<file path="src/rtl/expr_str_if.sv">
// Character stream link: one 8-bit ASCII char per cycle where char_valid and ready are both high.
interface expr_str_if;
   logic [7:0] char;
   logic       char_valid;
   logic       ready;

   modport master (output char, char_valid, input ready);
   modport slave  (input char, char_valid, output ready);
endinterface

</file>
<file path="src/rtl/expr_str_tx.sv">
// Serialises a latched digit/operator request into ASCII chars, e.g. "1*2*3"; first char one cycle after start.
// 2N-1 chars at one per cycle while ready=1; ready=0 freezes char/char_valid and all state.
module expr_str_tx #(
   parameter int         MAX_TERMS = 8,
   parameter logic [7:0] OP0_CHAR  = 8'h2A,
   parameter logic [7:0] OP1_CHAR  = 8'h2B,
   parameter logic [7:0] IDLE_CHAR = 8'h00
) (
   input  logic                   clk,
   input  logic                   clr,
   input  logic                   start,
   input  logic [3:0]             n_terms,
   input  logic [4*MAX_TERMS-1:0] digits,
   input  logic [MAX_TERMS-2:0]   ops,
   expr_str_if.master             tx,
   output logic                   busy,
   output logic                   done,
   output logic                   err
);

   typedef enum logic [1:0] {IDLE, DIGIT, OP} state_t;

   state_t      state_q, state_n;
   logic [3:0]  idx_q, idx_n;
   logic [3:0]  n_q;
   // Latched copies padded to the 4-bit index range so idx can address them directly.
   logic [63:0] dig_q;
   logic [15:0] ops_q;
   logic [7:0]  char_q, char_n;
   logic        vld_q, vld_n;
   logic        busy_n, done_n, err_n;
   logic        latch;
   logic        bad_req;
   logic [3:0]  idx_p1;

   always_comb begin
      bad_req = (n_terms == 4'd0) || (n_terms > 4'(MAX_TERMS));
      for (int k = 0; k < MAX_TERMS; k++) begin
         if ((k < int'(n_terms)) && (digits[4*k +: 4] > 4'd9))
            bad_req = 1'b1;
      end
   end

   assign idx_p1 = idx_q + 4'd1;

   always_comb begin
      state_n = state_q;
      idx_n   = idx_q;
      char_n  = char_q;
      vld_n   = vld_q;
      busy_n  = busy;
      done_n  = 1'b0;
      err_n   = 1'b0;
      latch   = 1'b0;
      case (state_q)
         IDLE: begin
            vld_n  = 1'b0;
            char_n = IDLE_CHAR;
            busy_n = 1'b0;
            if (start) begin
               if (bad_req) begin
                  err_n = 1'b1;
               end else begin
                  latch   = 1'b1;
                  state_n = DIGIT;
                  idx_n   = 4'd0;
                  busy_n  = 1'b1;
                  vld_n   = 1'b1;
                  char_n  = 8'h30 + {4'd0, digits[3:0]};
               end
            end
         end
         DIGIT: begin
            if (tx.ready) begin
               if (idx_q == n_q - 4'd1) begin
                  state_n = IDLE;
                  vld_n   = 1'b0;
                  char_n  = IDLE_CHAR;
                  busy_n  = 1'b0;
                  done_n  = 1'b1;
               end else begin
                  state_n = OP;
                  char_n  = ops_q[idx_q] ? OP1_CHAR : OP0_CHAR;
               end
            end
         end
         OP: begin
            if (tx.ready) begin
               state_n = DIGIT;
               idx_n   = idx_p1;
               char_n  = 8'h30 + {4'd0, dig_q[{idx_p1, 2'b00} +: 4]};
            end
         end
         default: state_n = IDLE;
      endcase
   end

   always_ff @(posedge clk) begin
      if (clr) begin
         state_q <= IDLE;
         idx_q   <= 4'd0;
         n_q     <= 4'd0;
         dig_q   <= 64'd0;
         ops_q   <= 16'd0;
         char_q  <= IDLE_CHAR;
         vld_q   <= 1'b0;
         busy    <= 1'b0;
         done    <= 1'b0;
         err     <= 1'b0;
      end else begin
         state_q <= state_n;
         idx_q   <= idx_n;
         char_q  <= char_n;
         vld_q   <= vld_n;
         busy    <= busy_n;
         done    <= done_n;
         err     <= err_n;
         if (latch) begin
            n_q   <= n_terms;
            dig_q <= 64'(digits);
            ops_q <= 16'(ops);
         end
      end
   end

   assign tx.char       = char_q;
   assign tx.char_valid = vld_q;

endmodule
</file>
<file path="src/flat_wrapper.sv">
// flat-port wrapper written by rule: the top's interface ports become plain ports
module expr_str_tx_flat 
#(
   parameter int         MAX_TERMS = 8,
   parameter logic [7:0] OP0_CHAR  = 8'h2A,
   parameter logic [7:0] OP1_CHAR  = 8'h2B,
   parameter logic [7:0] IDLE_CHAR = 8'h00
)
  (clk, clr, start, n_terms, digits, ops, busy, done, err, tx_char, tx_char_valid, tx_ready);
  expr_str_if tx_i ();
  input  logic clk;
  input  logic clr;
  input  logic start;
  input  logic [3:0] n_terms;
  input  logic [4*MAX_TERMS-1:0] digits;
  input  logic [MAX_TERMS-2:0] ops;
  output logic busy;
  output logic done;
  output logic err;
  output wire logic [$bits(tx_i.char)-1:0] tx_char;
  output wire logic [$bits(tx_i.char_valid)-1:0] tx_char_valid;
  input wire logic [$bits(tx_i.ready)-1:0] tx_ready;
  assign tx_char = tx_i.char;
  assign tx_char_valid = tx_i.char_valid;
  assign tx_i.ready = tx_ready;
  expr_str_tx #(.MAX_TERMS(MAX_TERMS), .OP0_CHAR(OP0_CHAR), .OP1_CHAR(OP1_CHAR), .IDLE_CHAR(IDLE_CHAR)) u_core (.clk(clk), .clr(clr), .start(start), .n_terms(n_terms), .digits(digits), .ops(ops), .tx(tx_i), .busy(busy), .done(done), .err(err));
endmodule
</file>
<file path="config.mk">
export PLATFORM = sky130hd
export DESIGN_NAME = expr_str_tx_flat
export DESIGN_NICKNAME = d
export VERILOG_FILES = /design/src/rtl/expr_str_if.sv /design/src/rtl/expr_str_tx.sv /design/src/flat_wrapper.sv
export SDC_FILE = /design/constraint.sdc
export NUM_CORES = 1
export LEC_CHECK = 0
export ABC_CLOCK_PERIOD_IN_PS = 2490
export BUFFER_PORTS_ARGS = -buffer_cell sky130_fd_sc_hd__buf_2
export CORE_UTILIZATION = 40
export CTS_CLUSTER_DIAMETER = 50
export DETAILED_ROUTE_END_ITERATION = 7
export GPL_ROUTABILITY_DRIVEN = 0
export SLEW_MARGIN = 20
export SYNTH_ARGS = -nofsm -noshare
export SYNTH_HDL_FRONTEND = slang
export SYNTH_SLANG_ARGS = --single-unit
</file>
<file path="constraint.sdc">
create_clock -name clk -period 2.49 [get_ports clk]
set_input_delay 0.1245 -clock clk [delete_from_list [all_inputs] [get_ports clk]]
set_output_delay 0.1245 -clock clk [all_outputs]
set_load 0.005 [all_outputs]
</file>
## Word level (Yosys, flattened, before mapping)

Index checks and enable logic that the tools add are counted.

| word-level totals | value |
|---|---|
| register bits after elaboration | 60 |
| input port bits | 47 |
| output and inout port bits | 12 |
| logic and storage cells | 99 |

| operators by class | value |
|---|---|
| add/subtract/negate cells | 4 |
| order comparisons | 18 |
| equality and inequality tests | 8 |
| shifts and indexed selects | 1 |
| mux-type cells | 35 |
| bitwise logic cells | 4 |
| reductions and logical operators | 20 |

Operators by type and width:

| cell | count |
|---|---|
| indexed part select 64 x 7 -> 4 bit | 1 |
| 2-to-1 mux 8 bit | 5 |
| greater-than comparator 4 bit, second input constant | 9 |
| case mux 8 bit (3 select lines) | 1 |
| 2-to-1 mux 1 bit | 17 |
| < comparator 3 x 4 -> 1 bit, first input constant | 4 |
| adder 6 x 4 -> 7 bit, first input constant | 2 |
| 2-to-1 mux 4 bit | 3 |
| 2-to-1 mux 2 bit | 5 |
| logical AND 1 bit | 8 |
| < comparator 1 x 4 -> 1 bit, first input constant | 2 |
| < comparator 2 x 4 -> 1 bit, first input constant | 2 |
| inequality test 2 bit, second input constant | 4 |
| case mux 4 bit (2 select lines) | 1 |
| AND reduction 4 bit | 2 |
| case mux 2 bit (3 select lines) | 1 |
| AND reduction 3 bit | 2 |
| OR reduction 3 bit | 2 |
| < comparator 4 x 5 -> 1 bit, second input constant | 1 |
| adder 4 x 1 -> 4 bit, second input constant | 1 |
| binary-select mux 1 bit (select 4 bit) | 1 |
| equality test 4 bit | 1 |
| logical NOT 4 bit | 1 |
| inverter 1 bit | 4 |
| other kinds (9) | 10 |

## Depth between registers and ports, before layout

Gate-level depths: netlist of run 1.

| logic depth | value |
|---|---|
| depth in word-level cells | 13 |
| depth in mapped cells | 8 |
| gate-level depth less buffers | 7 |

## Worst setup path after synthesis of run 1

No wires, ideal clock.

| path | value |
|---|---|
| path type | register to register |
| start point | reg u_core.idx_q[1] |
| end point | reg u_core.char_q[0], in the netlist u_core.tx.char[0] |
| library setup time | 0.149 ns |
| arrival time | 1.936 ns |
| data required time | 2.341 ns |
| slack | 0.406 ns |
| cell stages (with the launch flop) | 7 |
| path buffers | 1 |
| clock period less this slack | 2.084 ns |
| path through | dfxtp_1 > ha_1 > clkbuf_1 > mux4_2 > mux2_2 > nand2_1 > a41oi_1 |

| on the way | value |
|---|---|
| cells in the longest elaborated chain, start to end | 6 |
| elaborated cells on any way between the ends | 11 |
| classes of those cells | 2 x add/sub; 1 x eq/ne; 1 x shift; 7 x mux |

RTL lines:

| what | RTL line | RTL |
|---|---|---|
| from (decl) | expr_str_tx.sv:24 | `logic [3:0] idx_q, idx_n;` |
| from (signal assigned) | expr_str_tx.sv:112 | `idx_q <= idx_n;` |
| parallel branches: the longest is 5 deep, another holds adder 6 x 4 -> 7 bit | -- |  |
| case mux 8 bit (3 select lines) (*) | expr_str_tx.sv:55 | `case (state_q)` |
| to (signal assigned) | expr_str_tx.sv:113 | `char_q <= char_n;` |
| to (decl) | expr_str_tx.sv:29 | `logic [7:0] char_q, char_n;` |

Every way passes the cells marked *. The select of a mux whose other input is x is not followed.
A chain may end at the register's enable or synchronous reset.

## Final worst setup path of run 1

| path | value |
|---|---|
| start point | reg u_core.n_q[0] |
| end point | reg u_core.char_q[3], in the netlist u_core.tx.char[3] |

| on the way | value |
|---|---|
| cells in the longest elaborated chain, start to end | 5 |

RTL lines:

| what | RTL line | RTL |
|---|---|---|
| from (decl) | expr_str_tx.sv:25 | `logic [3:0] n_q;` |
| from (signal assigned) | expr_str_tx.sv:119 | `n_q <= n_terms;` |
| subtractor 4 x 1 -> 4 bit | expr_str_tx.sv:75 | `if (idx_q == n_q - 4'd1) begin` |
| equality test 4 bit | expr_str_tx.sv:75 |  |
| 2-to-1 mux 8 bit | expr_str_tx.sv:75 |  |
| 2-to-1 mux 8 bit | expr_str_tx.sv:74 | `if (tx.ready) begin` |
| case mux 8 bit (3 select lines) | expr_str_tx.sv:55 |  |

Every way passes these cells. The select of a mux whose other input is x is not followed.

==> results of run 1 <==
routing by layer:
layer / routed length [um] / vias to the layer above / global-route usage, %
met4: 154 / 0 / 8.333
met2: 4151 / 71 / 35.28
met5: 0 / - / 0
met1: 4063 / 1473 / 30.84
li1: - / 1511 / -
met3: 350 / 13 / 3.518
area by class of cell:
class	instances	area [sq um]	area share, %
clock buffers	12	165.2	4.348
clock inverters	4	72.57	1.910
inverters	10	37.54	0.9881
repair buffers	71	405.4	10.67
flip-flops and latches	58	1161	30.57
multi-input cells	281	1829	48.16
well taps	102	127.6	3.360
where the power goes:
group | internal [W] | total, W | leakage (nW) | switching, W
logic | 0.000147 | 0.000398 | 0.798 | 0.000251
registers | 0.000971 | 0.000998 | 0.468 | 0.0000261
clock network | 0.000644 | 0.00103 | 0.119 | 0.000384
registers in the layout, summed over array words and instances, names as in the netlist:
register,count
u_core.n_q,4
u_core.state_q,2
u_core.done,1
u_core.tx.char_valid,1
u_core.idx_q,4
u_core.dig_q,32
u_core.err,1
u_core.ops_q,7
u_core.tx.char,6
worst min-delay path, cell delays in order:
cell     delay (ps)
buf_2            90
nand3_1          50
a21oi_1          50
worst max-delay path by stage:
stage,to,cells past startpoint
floorplan,u_core.tx.char[0],6
global placement,u_core.ops_q[2],7
detailed placement,u_core.ops_q[3],7
CTS,u_core.tx.char[3],7
global route,u_core.dig_q[31],7
finish,u_core.tx.char[3],7
logic make-up after synthesis:
logic type	after synthesis
buffers and inverters	47
and+or+nand+nor	112
AOI/OAI and AO/OA	135
muxes	17
other	1
DFF	58
adders and majority gates	7
xor gates and xnor gates	8
cells in the final DEF (no fill, tap or decap), types with 7 or more instances in the layout:
cell / instances
buf_4: 14
o21ai_0: 48
buf_2: 56
nand2_1: 19
nand3_1: 56
a31oi_1: 9
nor2_1: 13
mux4_2: 9
o21ai_1: 10
ha_1: 7
a21oi_1: 47
clkbuf_8: 12
dfxtp_1: 58
inv_1: 10
per-stage QoR:
stage | hold WS (ps) | instances | utilization (%)
5_1_grt | 34.99 | 538 | 49.16
6_report | 27.22 | 538 | 49.16
2_1_floorplan | 264.1 | 386 | -
3_5_place_dp | 384.7 | 522 | 46.08
3_3_place_gp | 379.0 | 522 | 46.08
4_1_cts | 21.18 | 538 | 49.16
==> metrics, run 1 <==
unrepaired setup endpoints after global routing false; Clk pin slew, worst setup/hold paths 70 ps; first-pass GRT wire length 14720 um; number of enable flip-flop cells after synthesis 0; total gr overflow 0; row cnt 32; Synth cell types 48; Hold Startpoint ops[6]; Final Cell Area 0.003799 sq mm; dominant synthesized flop cell dfxtp_1; Synth Area in Adders 2.733%; Slowest Stage Delay on Critical Path just under 600 ps; fill count 779; CTS Sinks 58; count leader, synth dfxtp_1; syn avg cell area about 8.3 sq um; CTS tree built; post-synthesis mux area share 9.020%; worst-case reg-to-reg path depth 7; outcome finished clean; CTS max path bufs 2; FF-to-FF setup slack roughly 370 ps; DR iter-0 viols about 180; WHS Endpoint u_core.ops_q[6]; Crit Path Category reg2reg; H-tree Lvls 3; Synth top cells by count 58 x dfxtp_1, 56 x nand3_1, 48 x o21ai_0; CP delay by family, top compound AO/OA/AOI/OAI gates; dpl ws between 300 and 400 ps; Tcrit/Tclk final 85.20%; Root Buffer clkbuf_8; Core Box Area ~0.0077 sq mm; drt drc 0; Leak Pwr 1.385 nW; shortest period the worst path allows 2121 ps; crit path launch type flop; r2r endpoint u_core.tx.char[3]; Mapped Cells 385; Max IR drop VDD 0.2841 mV; Final Power 0.002423 W; post-synthesis sequential area ratio 36.24%; synthesized area 0.003204 sq mm; Final HPWL DP between 6000 and 7000 um; hold buffer count at CTS 0; worst path buffer plus inverter count 1; number of synthesis warnings 0; initial antenna violation count 0; Synth Register Bits 58; Crit. End Element flop; clk_skew 7.990 ps; final worst setup slack 368.6 ps; IO buf count between 50 and 60; R2R Path Start u_core.n_q[0]; critical path fanouts, max 4; Synth top area share 36.24%; Worst EP required 2680 ps; vias in the first global route ~2800; DIE HEIGHT 91.51 um; complex-gate fraction of the synthesized area 24.17%; DIE AREA 0.008373 sq mm; HP Class in2reg; Area Growth Syn to Fin 18.55%; CP arrival 2310 ps; nets 485; placed cell areas 0.003561 sq mm; top post-synthesis cells by area dfxtp_1 36%, nand3_1 8.7%, o21ai_0 7.5%; Initial Utilization a little over 40%; Pwr per Cell Area 637.9 mW/mm^2; Max-Cap Viols 0; GR Util All Layers 22.42%; Crit-path slowest cell a311oi_1; largest area contributor in the netlist dfxtp_1; Antenna Nets Post-Route 0; Fin Setup TNS 0 ps; Fin. Hold Viols 0; Async S/R FF share, synth 0%; Worst slew margin 54.87%; Die X 91.51 um; CTS buffer count 9; Worst setup startpoint u_core.n_q[0]; fraction of layout instances using a drive strength above 1 around a quarter; Post-CTS Resized 0; DRT Pass-1 Iters 5; CP cell instances inv_1 > ha_1 > xor2_1 > xnor2_1 > nand4_1 > a311oi_1 > a31oi_1; # setup viols final 0; largest net degree at the start of global routing 45; via count 3068; Via-to-Cell Ratio 5.703; post-CTS setup repair buffer count 0; largest family of logic cells by synthesized area compound AO/OA/AOI/OAI gates; Worst-Margin Slew 676.9 ps; clk_lat worst skew roughly 340 ps; Slew Viols, Final 0; Synth Area in Simple Gates 18.16%; DR WL/cell between 15 and 20 um; n_diodes 0; Max Fclk around 470 MHz; Routed WL around 8700 um; XOR/XNOR share of the synthesized area 2.187%; # IOs 59; Min-Delay Path Depth 3
Note: power is estimated with default switching activity, not from simulation.
==> run 2: changes to the inputs <==
--- a/config.mk
+++ b/config.mk
@@ -6,10 +6,10 @@
 export NUM_CORES = 1
 export LEC_CHECK = 0
 export ABC_CLOCK_PERIOD_IN_PS = 2490
-export BUFFER_PORTS_ARGS = -buffer_cell sky130_fd_sc_hd__buf_2
 export CORE_UTILIZATION = 40
 export CTS_CLUSTER_DIAMETER = 50
 export DETAILED_ROUTE_END_ITERATION = 7
+export DONT_BUFFER_PORTS = 1
 export GPL_ROUTABILITY_DRIVEN = 0
 export SLEW_MARGIN = 20
 export SYNTH_ARGS = -nofsm -noshare
==> run 2 against run 1 <==
  * Non-clock buffer count decreased by 15
  * Clock power is 13% lower
  * Critical path depth unchanged
  * Worst setup slack worse by 80 ps
  * Register-to-register slack worse by 80 ps
  * Critical endpoint unchanged
  * Critical path type unchanged
  * Global-route usage up 0.92 points
  * Combinational power is 6.8% lower
==> metrics, run 2 (synthesis results as in run 1) <==
crit path launch type flop; Crit. End Element flop; DR iter-0 viols around 170; fill count 761; CP cell instances inv_1 > ha_1 > xor2_1 > xnor2_1 > nand4_1 > a311oi_1 > a31oi_1; WHS around 76 ps; via count just over 3000; Root Buffer clkbuf_8; Final HPWL DP 5997 um; Slowest Stage Delay on Critical Path 620 ps; shortest period the worst path allows 2202 ps; Min-Delay Path Depth 3; final worst setup slack 288.4 ps; GR Util All Layers 23.34%; Area Growth Syn to Fin 21.87%; Routed WL 9039 um; fraction of layout instances using a drive strength above 1 10.95%; dpl ws ~370 ps; Largest Register u_core.dig_q; Via-to-Cell Ratio just under 6; IO buf count 0; part of the power in registers 44.2%; switching power total 0.0006140 W; Max-Cap Viols 0; worst-case reg-to-reg path depth 7; Post-CTS Resized 0; most common cell after layout, fill and taps aside dfxtp_1; CP delay by family, top compound AO/OA/AOI/OAI gates; n_diodes 0; Fin. Hold Viols 0; DRT Pass-1 Iters 5; Worst-Margin Slew 709.7 ps; total gr overflow 0; Final Power 0.002273 W; Antenna Nets Post-Route 0; Int Pwr approximately 0.0017 W; unrepaired setup endpoints after global routing false; CP arrival between 2000 and 2500 ps; switching part of the total 27.01%; Leak Pwr 1.307 nW; # setup viols final 0; Crit Path Category reg2reg; HP Class in2reg; clk_lat worst skew 340 ps; Tcrit/Tclk final between 80% and 90%; Max IR drop VDD 0.2815 mV; CTS buffer count 9; Clk pin slew, worst setup/hold paths ~60 ps; # IOs 59; Pwr per Cell Area between 500 and 600 mW/mm^2; initial antenna violation count 0; Largest register FFs 32; H-tree Lvls 3; final non-filler cell total 522; placed cells approximately 460; outcome finished clean; DIE HEIGHT around 90 um; nets 470; clock share of power 39.5%; CTS tree built; vias in the first global route 2943; Fin Setup TNS 0 ps; Die X 91.51 um; Slew Viols, Final 0; Max Fclk 454.2 MHz; first-pass GRT wire length 15110 um; Worst EP required 2670 ps; DIE AREA 0.008373 sq mm; post-CTS setup repair buffer count 0; Core Box Area 0.007727 sq mm; Levels on crit path 7; worst path buffer plus inverter count 1; Crit-path slowest cell a311oi_1; drt drc 0; most frequent cells in the layout 58 x dfxtp_1, 56 x nand3_1, 48 x o21ai_0; CTS Sinks 58; Comb pwr share 16.3%; DR WL/cell 17.32 um; largest net degree at the start of global routing 51; Initial Utilization 41.47%; clk_skew 8.073 ps; row cnt 32; Worst slew margin roughly 52%; critical path fanouts, max 5; CTS max path bufs 2
run 2: power groups by stage:
| stage | Sequential (W) | Clock, W | Combinational [W] |
|---|---|---|---|
| floorplan | 0.00101 | 0 | 0.000252 |
| global placement | 0.00102 | 0 | 0.000289 |
| detailed placement | 0.00103 | 0 | 0.000292 |
| CTS | 0.00101 | 0.000914 | 0.000369 |
| global route | 0.00101 | 0.000961 | 0.000410 |
| finish | 0.00100 | 0.000897 | 0.000371 |
run 2: worst reg2reg max path, delay by kind of cell, from the launching register on:
kind | cells | cell delay (ps)
XOR/XNOR | 2 | 330
AO/OA/AOI/OAI | 2 | 780
adder cells (fa/ha/maj) | 1 | 200
AND/OR/NAND/NOR | 1 | 280
buffers and inverters | 1 | 60
flip-flops | 1 | 380
run 2: worst paths after layout:
path                         start           endpoint  slack [ps]
hold reg to reg   u_core.dig_q[16]   u_core.dig_q[16]         480
setup reg to reg     u_core.n_q[0]  u_core.tx.char[3]         290
hold / removal            tx_ready    u_core.idx_q[2]          80
setup / recovery     u_core.n_q[0]  u_core.tx.char[3]         290
run 2: layout make-up:
cell class / instances / area [sq um] / share of cell area [%]
clock inverters: 2 / 35.03 / 0.8971
repair buffers: 56 / 545.5 / 13.97
flip-flops and latches: 58 / 1161 / 29.73
inverters: 10 / 37.54 / 0.9612
well taps: 102 / 127.6 / 3.268
multi-input cells: 281 / 1829 / 46.84
clock buffers: 13 / 168.9 / 4.326
run 2: metrics by stage:
| stage | cell area (sq um) | utilization (%) |
|---|---|---|
| global route | 3905 | 50.53 |
| CTS | 3905 | 50.53 |
| floorplan | 3208 | - |
| global placement | 3231 | 41.81 |
| finish | 3905 | 50.53 |
| detailed placement | 3231 | 41.81 |
run 2: layer usage:
metal	routed length, um	vias to the layer above	global-route usage, %
met2	4366	87	37.97
met4	121	0	8.333
met1	4059	1454	30.23
li1	-	1478	-
met3	492	12	5.193
met5	0	-	0
run 2: repair_timing:
action	CTS	global route
hold endpoints to repair	54	0
hold buffers	46	0
setup endpoints to repair	0	0
